$ cat src/rtl/ped_crossing_ctrl.sv
// Pedestrian-crossing controller: latches button presses, grants WALK at the next red onset,
// then a flashing DONT_WALK countdown; aborts with a conflict pulse if red is lost.
module ped_crossing_ctrl #(
  parameter int unsigned WALK_CYCLES  = 5,
  parameter int unsigned FLASH_CYCLES = 3,
  parameter int unsigned COUNT_W      = 4
) (
  input  logic               clk,
  input  logic               reset,
  input  logic               red,
  input  logic               orange,
  input  logic               green,
  input  logic               ped_button,
  output logic               walk,
  output logic               dont_walk,
  output logic               req_pending,
  output logic [COUNT_W-1:0] countdown,
  output logic               conflict
);

  typedef enum logic [1:0] {
    StIdle,
    StArmed,
    StWalk,
    StFlash
  } state_e;

  localparam logic [COUNT_W-1:0] WalkLoad  = COUNT_W'(WALK_CYCLES - 1);
  localparam logic [COUNT_W-1:0] FlashLoad = COUNT_W'(FLASH_CYCLES - 1);

  state_e             state_q, state_d;
  logic [COUNT_W-1:0] cnt_q, cnt_d;
  logic               pending_q, pending_d;
  logic               dw_q, dw_d;
  logic               conflict_q, conflict_d;
  logic               btn_q;
  logic               red_q;

  logic               red_ok;
  logic               press;
  logic               red_rise;

  // Only a clean red (no other lamp lit) gives pedestrians right-of-way.
  assign red_ok   = red & ~orange & ~green;
  assign press    = ped_button & ~btn_q;
  assign red_rise = red_ok & ~red_q;

  always_comb begin
    state_d    = state_q;
    cnt_d      = cnt_q;
    pending_d  = pending_q;
    dw_d       = dw_q;
    conflict_d = 1'b0;

    unique case (state_q)
      StIdle: begin
        // A red onset in the same cycle as the press is deliberately not used.
        if (press) begin
          state_d   = StArmed;
          pending_d = 1'b1;
        end
      end

      StArmed: begin
        if (red_rise) begin
          state_d   = StWalk;
          cnt_d     = WalkLoad;
          pending_d = 1'b0;
          dw_d      = 1'b0;
        end
      end

      StWalk, StFlash: begin
        if (press) begin
          pending_d = 1'b1;
        end
        if (!red_ok) begin
          conflict_d = 1'b1;
          state_d    = pending_d ? StArmed : StIdle;
          cnt_d      = '0;
          dw_d       = 1'b1;
        end else if (cnt_q == '0) begin
          dw_d = 1'b1;
          if (state_q == StWalk) begin
            state_d = StFlash;
            cnt_d   = FlashLoad;
          end else begin
            state_d = pending_d ? StArmed : StIdle;
          end
        end else begin
          cnt_d = cnt_q - 1'b1;
          if (state_q == StFlash) begin
            dw_d = ~dw_q;
          end
        end
      end

      default: begin
        state_d = StIdle;
      end
    endcase
  end

  always_ff @(posedge clk) begin
    if (reset) begin
      state_q    <= StIdle;
      cnt_q      <= '0;
      pending_q  <= 1'b0;
      dw_q       <= 1'b1;
      conflict_q <= 1'b0;
      btn_q      <= 1'b0;
      // Treat red as already seen so no red onset is detected right after reset.
      red_q      <= 1'b1;
    end else begin
      state_q    <= state_d;
      cnt_q      <= cnt_d;
      pending_q  <= pending_d;
      dw_q       <= dw_d;
      conflict_q <= conflict_d;
      btn_q      <= ped_button;
      red_q      <= red_ok;
    end
  end

  // The counter is held at zero outside WALK/FLASH, so it drives countdown directly.
  assign walk        = (state_q == StWalk);
  assign dont_walk   = dw_q;
  assign req_pending = pending_q;
  assign countdown   = cnt_q;
  assign conflict    = conflict_q;

endmodule

$ cat config.mk
export PLATFORM = sky130hd
export DESIGN_NAME = ped_crossing_ctrl
export DESIGN_NICKNAME = d
export VERILOG_FILES = /design/src/rtl/ped_crossing_ctrl.sv
export SDC_FILE = /design/constraint.sdc
export NUM_CORES = 1
export LEC_CHECK = 0
export ABC_CLOCK_PERIOD_IN_PS = 4600
export BUFFER_PORTS_ARGS = -buffer_cell sky130_fd_sc_hd__buf_4
export CAP_MARGIN = 20
export CORE_AREA = 2 2 39 41
export DETAILED_ROUTE_END_ITERATION = 16
export DIE_AREA = 0 0 41 43
export GPL_TIMING_DRIVEN = 0
export PLACE_DENSITY = 0.69
export SYNTH_ARGS = -nofsm -noshare
export SYNTH_HDL_FRONTEND = slang
export SYNTH_SLANG_ARGS = --single-unit
$ cat constraint.sdc
create_clock -name clk -period 4.6 [get_ports clk]
set_clock_uncertainty 0.2 [all_clocks]
set_input_delay 0 -clock clk [delete_from_list [all_inputs] [get_ports clk]]
set_output_delay 0 -clock clk [all_outputs]
set_load 0.05 [all_outputs]
==> results of run 1 <==
==> final timing paths <==
check | to | slack [ns] | depth (start not counted)
worst max-delay path | state_q[0] | 1.77 | 9
worst min-delay path | dont_walk | 0.1 | 4
worst max register to register | state_q[0] | 2.39 | 7
worst min register to register | countdown[1] | 0.31 | 2
==> cell usage in the layout, fill, tap and decap left out, drive strengths merged <==
| cell | synthesis | layout |
|---|---|---|
| a311oi | 1 | 1 |
| nand2b | 3 | 3 |
| dfxtp | 11 | 11 |
| and2 | 1 | 1 |
| a21o | 1 | 1 |
| a21oi | 5 | 5 |
| nor2b | 4 | 4 |
| nand3 | 1 | 1 |
| nand4bb | 1 | 1 |
| nor3 | 3 | 3 |
| o2bb2ai | 1 | 1 |
| or4b | 1 | 1 |
| or3b | 1 | 1 |
| o21ai | 5 | 5 |
| or2b | 1 | 1 |
| o311ai | 1 | 1 |
| dlygate4sd3 | 0 | 7 |
| nand2 | 4 | 4 |
| ha | 2 | 2 |
| nor4b | 1 | 1 |
| a221o | 1 | 1 |
| a211oi | 1 | 1 |
| clkbuf | 2 | 6 |
| a22oi | 1 | 1 |
| nor3b | 4 | 4 |
| inv | 3 | 3 |
| nor2 | 4 | 4 |
| buf | 1 | 14 |
==> critical path: stages <==
cell and delay, ns:
dlygate4sd3_1 0.54, buf_4 0.14, or3b_1 0.36, dlygate4sd3_1 0.57
buf_2 0.17, nor3b_2 0.27, a21oi_1 0.12, o21ai_1 0.12
dlygate4sd3_1 0.55
==> layout make-up <==
class | count | area, um^2 | share of cell area, %
timing repair buffer | 20 | 168 | 21.7
tap | 16 | 20.0 | 2.59
buffer | 3 | 12.5 | 1.62
inverter | 3 | 11.3 | 1.46
multi-input combinational | 48 | 315 | 40.8
sequential | 11 | 220 | 28.5
clock buffer | 4 | 26.3 | 3.40
==> logic make-up after synthesis <==
group | count (synthesis) | synth area share, %
DFF | 11 | 39.4
adders and majority gates | 2 | 4.47
and+or+nand+nor | 29 | 32.4
AOI/OAI and AO/OA | 17 | 19.5
buffers and inverters | 6 | 4.25
==> sequential cells by signal, indices dropped and copies added, names as in the netlist <==
| signal | count |
|---|---|
| conflict | 1 |
| req_pending | 1 |
| red_q | 1 |
| countdown | 4 |
| state_q | 2 |
| dont_walk | 1 |
| btn_q | 1 |
==> power breakdown <==
part           leakage (nW)  total, mW  switching (mW)  internal (mW)
sequential           0.0898      0.101         0.00319         0.0982
combinational         0.197     0.0266          0.0131         0.0134
clock                0.0150     0.0678          0.0341         0.0337
total                 0.301      0.196          0.0505          0.145
==> what timing repair did <==
action                                 4_1_cts  5_1_grt
setup endpoints to repair                    0        0
hold buffers                                 7        0
endpoints found under the hold margin        7        0
==> through the flow <==
step | hold slack, ns | power [mW] | std cells | cell area (um^2)
after CTS | 0.0865 | 0.197 | 105 | 773
after floorplan | -0.0718 | 0.117 | 65 | 559
after global placement | 0.0237 | 0.125 | 94 | 677
after global routing | 0.139 | 0.204 | 105 | 773
after detailed placement | 0.0269 | 0.125 | 94 | 677
final | 0.0978 | 0.196 | 105 | 773
==> layer usage <==
layer	vias up	part of all wire (%)	GRT usage, %
met1	254	46	23.4
met2	15	46	26.3
li1	283	-	-
met4	0	3.8	12.0
met3	5	4.0	3.14
met5	-	0	0
==> summary.txt, run 1 <==
Status
  • Status: finished clean

Run
  • Max cap viols: 0

Finish
  • Layout cell share with drive strength beyond 1: 20.2%
  • # diodes: 0
  • Final core area utilization: 55.9%
  • P&R area growth vs syn: 38.3%
  • Fillers: 128
  • Fin nets: 98

Critical path
  • Worst R2R Start: countdown[0]
  • Worst Path Arrival: 2.85 ns
  • Setup crit start: green
  • Crit Path Class: in2reg
  • Critical Path Sink Type: flop
  • Worst endpoint required time: 4.62 ns
  • Crit path max fanout: 8
  • Startpoint Class: primary input

Logic synthesis
  • YS warnings: 0
  • Post-synth ARST share: 0%
  • Yosys top cell by area: dfxtp_1
  • EDFF count, synth: 0
  • Post-synth top flop: dfxtp_1
  • Top cell type's share of synthesized area: 39.4%
  • Number of synthesized register bits: 11
  • Post-Syn Instances: 65
  • Register area share after synthesis: 39.4%
  • Synth cell types: 29
  • Ranking of synthesized cells by area: dfxtp_1, a21oi_1, ha_1
  • Most common cell in the netlist: dfxtp_1
  • Synth Area per Inst: 8.60 um^2
  • List of most frequent post-synthesis cells: dfxtp_1, a21oi_1, nand2_1, nor2_1, nor2b_1
  • Syn Std Cell Area: 559 um^2
  • Net count after synthesis: 73

STA
  • Final Max Tran Viols: 0
  • Ratio of final minimum period to clock period: 61.5%
  • Actual slew at the worst max-slew pin: 0.443 ns
  • Final hold vios: 0
  • Final min period: 2.83 ns
  • Final TNS setup: 0 ns
  • Max Fclk: 0.354 GHz
  • Setup violators final: 0
  • RSZ-0062 raised after global routing: false
  • Worst setup margin: 1.77 ns
  • Slew HR: 70.4%

Global routing
  • Largest net degree at the start of global routing: 11
  • Gr ovfl total: 0
  • Overall Global Routing Usage: 18.1%
  • Initial antenna violation count: 0
  • Vias in the first global route: 516
  • First-pass GRT wire length: 2170 um

Hold path
  • HP Start: red
  • HP Class: in2reg

Clock network
  • Root Buffer: clkbuf_4
  • CTS tree: done
  • Post-CTS Resized: 0
  • Cts bufs inserted: 3
  • Worst-Skew Late Latency: 0.28 ns
  • Clock slew seen by the registers of the worst setup and hold paths: 0.07 ns
  • Clock Path Buffers: 2
  • H-tree Lvls: 1
  • CTS Sinks: 11
  • Post-CTS Setup Repair Bufs: 0

Floorplanning
  • Die Width: 41 um
  • Total I/O pin count: 14
  • Chip Height: 43 um
  • Die area: 1760 um^2
  • Row count: 14
  • Placeable Area: 1380 um^2
  • Initial Util: 40.4%

Place
  • Gpl congestion: 0.724
  • Placement Setup Slack: 2.82 ns
  • Dpl hpwl: 847 um
  • IO Port Bufs: 13

Routing
  • WL per Instance: 11.9 um
  • Via-per-instance ratio: 5.30
  • First-pass DRT Iterations: 4
  • Total Routed Length: 1250 um
  • Total number of vias: 557
  • DRC errors left: 0
  • Detail Route Antenna Nets: 0
  • Initial drt markers: 27

Power
  • Max VDD drop: 0.150 mV
  • Leak pwr: 0.301 nW
  • PD cells: 253 nW/um^2
No activity file was read; power rests on OpenSTA's default activity.
==> run 2: changes to the inputs <==
--- a/config.mk
+++ b/config.mk
@@ -5,7 +5,7 @@
 export SDC_FILE = /design/constraint.sdc
 export NUM_CORES = 1
 export LEC_CHECK = 0
-export ABC_CLOCK_PERIOD_IN_PS = 4600
+export ABC_CLOCK_PERIOD_IN_PS = 2900
 export BUFFER_PORTS_ARGS = -buffer_cell sky130_fd_sc_hd__buf_4
 export CAP_MARGIN = 20
 export CORE_AREA = 2 2 39 41
==> constraint.sdc (replaced) <==
create_clock -name clk -period 2.9 [get_ports clk]
set_clock_uncertainty 0.2 [all_clocks]
set_input_delay 0 -clock clk [delete_from_list [all_inputs] [get_ports clk]]
set_output_delay 0 -clock clk [all_outputs]
set_load 0.05 [all_outputs]
==> run 2 against run 1 <==
Effect of this change:
- register-to-register slack got worse by 1.8 ns
- power grew 60%
- first-iteration DRC count down 63%
- sequential power up 59%
- sequential cell count stayed put
- die area did not move
- cell count unchanged
- final area increased by 1.3%
- largest cell class unchanged
==> summary.txt, run 2 (synthesis gave the netlist of run 1 again) <==
Status
  • Status: finished clean

Floorplanning
  • Placeable Area: 1380 um^2 (unchanged)
  • Chip Height: 43 um (unchanged)
  • Total I/O pin count: 14 (unchanged)
  • Die Width: 41 um (unchanged)
  • Die area: 1760 um^2 (unchanged)
  • Row count: 14 (unchanged)
  • Initial Util: 40.4% (unchanged)

Power
  • Overall Power: 0.312 mW (+60%)
  • Max VDD drop: 0.240 mV (+59%)
  • PD cells: 399 nW/um^2 (+58%)
  • Leak pwr: 0.324 nW (+7.5%)

Critical path
  • Startpoint Class: flop
  • Crit Path Class: reg2reg
  • CP peak stage delay: 0.55 ns (-0.02 ns)
  • Critical Path Sink Type: flop
  • Slowest CP cell: dlygate4sd3_1
  • Cell chain of the critical path: inv_1 -> ha_1 -> nor3b_1 -> nand2b_1 -> o311ai_0 -> o21ai_1 -> dlygate4sd3_1
  • Worst endpoint required time: 2.93 ns (-1.69 ns)
  • Crit path max fanout: 5 (-3)
  • Worst Path Arrival: 2.32 ns (-0.53 ns)

Finish
  • P&R area growth vs syn: 40.0%
  • Layout cell share with drive strength beyond 1: 22.5% (+2.2 points)
  • # diodes: 0 (unchanged)
  • Leading cell type in the layout, fill and taps excluded: buf_4
  • Largest register FFs: 4 (unchanged)
  • Commonest non-fill, non-tap cells in the layout: buf_4, dfxtp_1, dlygate4sd3_1
  • Fin nets: 98 (unchanged)
  • Non-filler instance count after layout: 105 (unchanged)

Routing
  • DRC errors left: 0 (unchanged)
  • WL per Instance: 12.1 um (+1.8%)
  • Total Routed Length: 1270 um (+1.8%)
  • Detail Route Antenna Nets: 0 (unchanged)
  • Via-per-instance ratio: 5.38 (+1.4%)
  • Initial drt markers: 10 (-63%)
  • Total number of vias: 565 (+1.4%)
  • First-pass DRT Iterations: 4 (unchanged)

STA
  • Hold Slack: 0.0464 ns (-0.0514 ns)
  • Ratio of final minimum period to clock period: 79.1%
  • Max Fclk: 0.436 GHz
  • Setup violators final: 0 (unchanged)
  • Slew HR: 63.3% (-7.1 points)
  • Final TNS setup: 0 ns (unchanged)
  • Final hold vios: 0 (unchanged)
  • RSZ-0062 raised after global routing: false
  • Final Max Tran Viols: 0 (unchanged)
  • Actual slew at the worst max-slew pin: 0.549 ns (+0.106 ns)
  • Final min period: 2.29 ns

Global routing
  • Vias in the first global route: 516 (unchanged)
  • Largest net degree at the start of global routing: 11 (unchanged)
  • First-pass GRT wire length: 2170 um (unchanged)
  • Initial antenna violation count: 0 (unchanged)
  • Gr ovfl total: 0 (unchanged)
  • Overall Global Routing Usage: 18.1% (unchanged)

Place
  • Gpl congestion: 0.724 (unchanged)
  • IO Port Bufs: 13 (unchanged)
  • Post-placement cell count: 94 (unchanged)
  • Dpl hpwl: 847 um (unchanged)

Clock network
  • Cts bufs inserted: 3 (unchanged)
  • CTS tree: done
  • Clock slew seen by the registers of the worst setup and hold paths: 0.07 ns (about the same)
  • CTS Sinks: 11 (unchanged)
  • Worst-Skew Late Latency: 0.28 ns (about the same)
  • Clock Path Buffers: 2 (unchanged)
  • Root Buffer: clkbuf_4
  • H-tree Lvls: 1 (unchanged)

Hold path
  • HP Class: in2reg

Run
  • Max cap viols: 0 (unchanged)
-- run 2: metrics by stage --
stage | util, % | instance area (um^2) | setup slack (ns)
after global placement | 48.9 | 677 | 1.11
after global routing | 56.6 | 783 | 0.422
final | 56.6 | 783 | 0.606
after CTS | 55.9 | 773 | 0.126
after floorplan | - | 559 | 0.812
after detailed placement | 48.9 | 677 | 1.12
-- run 2: critical path, delay by kind of cell (launching register included) --
kind            cells  cell delay (ns)
buf+inv             2             0.64
simple gates        2             0.69
flops               1             0.34
fa+ha+maj           1             0.16
compound gates      2             0.22
-- run 2: path summary, 6_finish.rpt --
check	start	to	slack (ns)	cells after the start
worst max register to register	countdown[0]	state_q[0]	0.61	7
worst min register to register	countdown[1]	countdown[1]	0.31	2
worst max-delay path	countdown[0]	state_q[0]	0.61	7
worst min-delay path	red	state_q[1]	0.05	4
-- run 2: timing repair --
| action | in CTS | in global routing |
|---|---|---|
| buffers inserted | 0 | 1 |
| hold endpoints to repair | 7 | 0 |
| gates resized for setup | 0 | 4 |
| setup endpoints to repair | 0 | 1 |
| hold buffers | 7 | 0 |
-- run 2: power breakdown --
part           internal (mW)  total, mW  switching, mW
sequential             0.156      0.161        0.00544
clock                 0.0535      0.109         0.0553
combinational         0.0214     0.0425         0.0212
total                  0.231      0.312         0.0819
-- run 2: cell type report --
type | count | area [um^2]
inverter | 3 | 11.3
sequential | 11 | 220
fill | 126 | 601
timing repair buffer | 20 | 165
buffer | 3 | 15.0
multi-input combinational | 48 | 325
tap | 16 | 20.0
clock buffer | 4 | 26.3
-- run 2: per-layer routing --
metal	global-route usage (%)	routed length, um	part of all wire (%)	up-vias
li1	-	-	-	287
met1	23.4	596	47	261
met3	3.14	53	4.2	5
met2	26.3	575	45	12
met5	0	0	0	-
met4	12.0	47	3.7	0
